$ cat config.mk
export PLATFORM = sky130hd
export DESIGN_NAME = alu_src_pipe_mux
export DESIGN_NICKNAME = d
export VERILOG_FILES = /design/src/rtl/alu_src_pipe_mux.sv
export SDC_FILE = /design/constraint.sdc
export NUM_CORES = 1
export LEC_CHECK = 0
export ABC_AREA = 1
export BUFFER_PORTS_ARGS = -buffer_cell sky130_fd_sc_hd__buf_2
export CAP_MARGIN = 20
export CORE_UTILIZATION = 46
export CTS_CLUSTER_SIZE = 24
export DETAILED_ROUTE_END_ITERATION = 10
export MAX_ROUTING_LAYER = met4
export PLACE_DENSITY = 0.86
export SLEW_MARGIN = 40
export SYNTH_ARGS = -nofsm -noshare
export SYNTH_HDL_FRONTEND = slang
export SYNTH_SLANG_ARGS = --single-unit
$ cat constraint.sdc
create_clock -name clk -period 2.35 [get_ports clk]
set_input_delay 0.3525 -clock clk [delete_from_list [all_inputs] [get_ports clk]]
set_output_delay 0.3525 -clock clk [all_outputs]
set_load 0.005 [all_outputs]
$ cat src/rtl/alu_src_pipe_mux.sv
`default_nettype none
// +------------------------------------------------------------------------+
// | alu_src_pipe_mux : registered N-way operand selector, 1-entry buffer    |
// | Optional: ALU_SRC_SEL_ERR_EN (hold data + sticky sel_err on bad sel)    |
// | Rev 1.0                                                                 |
// +------------------------------------------------------------------------+
module alu_src_pipe_mux #(
  parameter int WIDTH  = 32,
  parameter int NUM_IN = 3,
  parameter int SEL_W  = 2,
  parameter int CNT_W  = 16
) (
  input  logic                    clk,
  input  logic                    reset,
  input  logic [SEL_W-1:0]        sel,
  input  logic [NUM_IN*WIDTH-1:0] in_bus,
  input  logic                    in_valid,
  output logic                    in_ready,
  output logic [WIDTH-1:0]        out_data,
  output logic [SEL_W-1:0]        out_sel,
  output logic                    out_valid,
  input  logic                    out_ready,
  input  logic                    err_clr,
  output logic                    sel_err,
  output logic [CNT_W-1:0]        xfer_cnt
);

  localparam logic [SEL_W:0] c_numIn = (SEL_W+1)'(NUM_IN);

  logic [WIDTH-1:0] w_chan [NUM_IN];
  logic [WIDTH-1:0] w_selData;
  logic [WIDTH-1:0] w_nextData;
  logic             w_accept;
  logic             w_legal;

  logic [WIDTH-1:0] r_outData;
  logic [SEL_W-1:0] r_outSel;
  logic             r_outValid;
  logic [CNT_W-1:0] r_xferCnt;

  for (genvar gk = 0; gk < NUM_IN; gk++) begin : g_chan
    assign w_chan[gk] = in_bus[gk*WIDTH +: WIDTH];
  end

  // Out-of-range codes fall through to zero, never to an X or a latch.
  always_comb begin
    w_selData = '0;
    for (int i = 0; i < NUM_IN; i++) begin
      if (sel == SEL_W'(i)) w_selData = w_chan[i];
    end
  end

  assign w_legal  = {1'b0, sel} < c_numIn;
  assign in_ready = !r_outValid || out_ready;
  assign w_accept = in_valid && in_ready;

`ifdef ALU_SRC_SEL_ERR_EN
  logic r_selErr;

  assign w_nextData = w_legal ? w_selData : r_outData;

  // A new error outranks a clear arriving in the same cycle.
  always_ff @(posedge clk) begin
    if (reset) begin
      r_selErr <= 1'b0;
    end else if (w_accept && !w_legal) begin
      r_selErr <= 1'b1;
    end else if (err_clr) begin
      r_selErr <= 1'b0;
    end
  end

  assign sel_err = r_selErr;
`else
  logic w_unused;

  assign w_nextData = w_selData;
  assign sel_err    = 1'b0;
  assign w_unused   = err_clr | w_legal;
`endif

  always_ff @(posedge clk) begin
    if (reset) begin
      r_outData  <= '0;
      r_outSel   <= '0;
      r_outValid <= 1'b0;
      r_xferCnt  <= '0;
    end else if (w_accept) begin
      r_outData  <= w_nextData;
      r_outSel   <= sel;
      r_outValid <= 1'b1;
      r_xferCnt  <= r_xferCnt + CNT_W'(1);
    end else if (out_ready) begin
      r_outValid <= 1'b0;
    end
  end

  assign out_data  = r_outData;
  assign out_sel   = r_outSel;
  assign out_valid = r_outValid;
  assign xfer_cnt  = r_xferCnt;

endmodule
`default_nettype wire

==> impl_metrics.json <==
{
  "nNetsFinal": 610,
  "fp-row-count": 26,
  "drt_iter0_drc": 110,
  "synth.area.mux_share_pct": 0,
  "yosysUniqueCellTypes": 23,
  "skew_ns": 0.00407,
  "io_buffers": 153,
  "via_per_inst": 5.14,
  "synth-edff-count": 0,
  "swShare_pct": 25.4,
  "layout_commonest_cell": "buf_2",
  "synth_adder_area_share_pct": 0.509,
  "die_area_um2": 5640,
  "p_leak_nw": 1.63,
  "cts_max_path_buffers": 2,
  "fin_ws_ns": 0.937,
  "dieWidth_um": 75.1,
  "coreArea_um2": 5140,
  "hold-worst-slack_ns": 0.262,
  "avgSynthCellArea_um2": 6.83,
  "worst-endpoint-required_ns": 2.57,
  "ioPinCount": 156,
  "clk_pin_slew_ns": 0.09,
  "crit_arrival_ns": 1.63,
  "dr.pass1.iters": 4,
  "rr_worst_depth": 5,
  "cts.repair.resized": 0,
  "crit_fanout": 23,
  "mostFrequentLayoutCells": "buf_2, nand2_1, dfxtp_1, a21oi_1, o21ai_0",
  "nFillCells": 488,
  "setup.worst_path.start_class": "flip-flop",
  "fin_crit_ns": 1.41,
  "maxCapViolCount": 0,
  "cts_tree": "built",
  "rsz0062_at_grt": "no",
  "finalCritPeriodShare_pct": 60.1,
  "slew_violations": 0,
  "fin_tns_setup_ns": 0,
  "status": "finished clean",
  "p_comb_share_pct": 17.1,
  "finalHoldViolations": 0,
  "clock_sinks": 51,
  "synth-async-reset-ratio_pct": 0,
  "cp_common_cell": "nand2_2",
  "synth-seq-cells": 51,
  "setup_viol": 0,
  "syn-cell-area_um2": 2460,
  "synth_compound_area_share_pct": 25.4,
  "power.share.clock_pct": 33.2,
  "synth_top_family_by_area": "compound AO/OA/AOI/OAI gates",
  "min_path_cells": 2,
  "drive_gt1_share_pct": 36.3,
  "p_seq_share_pct": 49.7,
  "grt_pass1_wl_um": 11100,
  "syn_inst": 360,
  "ant_nets": 0,
  "ys_seq_area_share_pct": 41.5,
  "power_density_nw_per_um2": 560,
  "cts-root-buf": "clkbuf_8",
  "postCtsHoldBufs": 0,
  "antenna_found_initial": 0,
  "crit_chain": "nand2_2 -> nand2_2 -> buf_4 -> a21oi_1 -> a31oi_1",
  "grt_start_max_net_pins": 37,
  "vias": 2968,
  "gp_congestion": 0.843,
  "die_height_um": 75.1,
  "cts_htree_levels": 2,
  "ir_drop_uv": 353,
  "final_core_util_pct": 65.8,
  "synth_xor_area_share_pct": 0,
  "antennaDiodeCount": 0,
  "yosysWarnings": 0,
  "wl_um": 7240,
  "grt_usage_pct": 26.8,
  "syn_nets": 464,
  "slowest_stage": "dfxtp_1",
  "grt_pass1_vias": 2560,
  "worstSkewPairLatency_ns": 0.29,
  "grt_overflow": 0,
  "switchingPower_uw": 480,
  "synth_ff_type": "dfxtp_1",
  "power.total_mw": 1.89,
  "pre_cts_ws_ns": 0.805,
  "post-cts-setup-buffers": 0,
  "area_delta_synth_final_pct": 37.5,
  "fmax_mhz": 708,
  "max_stage_delay_ns": 0.39,
  "start_util_pct": 47.8,
  "crit_path_end_kind": "flip-flop",
  "synth-simple-area-share_pct": 24.5,
  "dp_hpwl_um": 5440,
  "wl_per_cell_um": 12.5,
  "internal-power_mw": 1.41,
  "drc": 0,
  "hold_class": "input port to flip-flop",
  "cts_buffers": 5,
  "worstSetupPathType": "flip-flop to flip-flop"
}
## metrics by stage
stage	cell area, um2	cells
2_1_floorplan	2460	360
3_3_place_gp	3260	569
3_5_place_dp	3260	569
4_1_cts	3380	577
5_1_grt	3380	577
6_report	3380	577
## cells in the mapped netlist (2+ instances only)
master	n	share of area [%]
clkbuf_1	3	0.46
inv_2	3	0.46
a31oi_1	32	8.1
nand3_1	8	1.6
dfxtp_1	51	42
o21ai_0	38	7.7
nand2_1	94	14
buf_4	2	0.61
a21oi_1	41	8.3
o21ai_1	4	0.81
buf_2	17	3.5
nand2_2	3	0.76
nor3_1	2	0.41
inv_1	19	2.9
nor2_1	29	4.4
nor2_2	5	1.3
nand4_1	3	0.76
## per-layer routing
metal | up-vias | wire, um | GRT usage [%] | share of wire, %
li1 | 1496 | - | - | -
met1 | 1342 | 3000 | 29.6 | 41
met2 | 117 | 3690 | 48.0 | 51
met3 | 13 | 426 | 4.69 | 5.9
met4 | 0 | 127 | 9.64 | 1.8
met5 | - | 0 | - | 0
## power groups by stage
stage	registers (mW)	clock network [mW]	logic [mW]
2_1_floorplan	0.964	0	0.146
3_3_place_gp	0.958	0	0.318
3_5_place_dp	0.959	0	0.323
4_1_cts	0.940	0.636	0.324
5_1_grt	0.947	0.673	0.362
6_report	0.940	0.627	0.324
## flip-flops by register name (all words and copies together), names as in the netlist
signal     cells
out_sel        2
xfer_cnt      16
out_data      32
out_valid      1
## area by class of cell
type                       count  area (um2)  area share, %
timing repair buffer         161         826           24.4
inverter                      22        82.6           2.44
clock inverter                 2        35.0           1.04
clock buffer                   6        82.6           2.44
sequential                    51        1020           30.2
multi-input combinational    265        1250           36.9
tap                           70        87.6           2.59
## critical path: cells and delay by family (launching register included)
family	cells	cell delay, ns
buf+inv	1	0.33
compound gates	2	0.22
flops	1	0.39
simple gates	2	0.38
## cell families (layout without fill, tap and decap cells)
group / count (synthesis) / count (layout)
AO/OA/AOI/OAI: 116 / 116
adder cells (fa/ha/maj): 1 / 1
buffers and inverters: 44 / 191
flip-flops: 51 / 51
other: 1 / 1
AND/OR/NAND/NOR: 147 / 147
## final timing paths
check	from	to	slack [ns]
hold reg to reg	xfer_cnt[15]	xfer_cnt[15]	0.51
hold / removal	reset	out_valid	0.26
setup reg to reg	out_valid	out_data[12]	0.94
setup / recovery	out_valid	out_data[12]	0.94
Note: power is estimated with default switching activity, not from simulation.
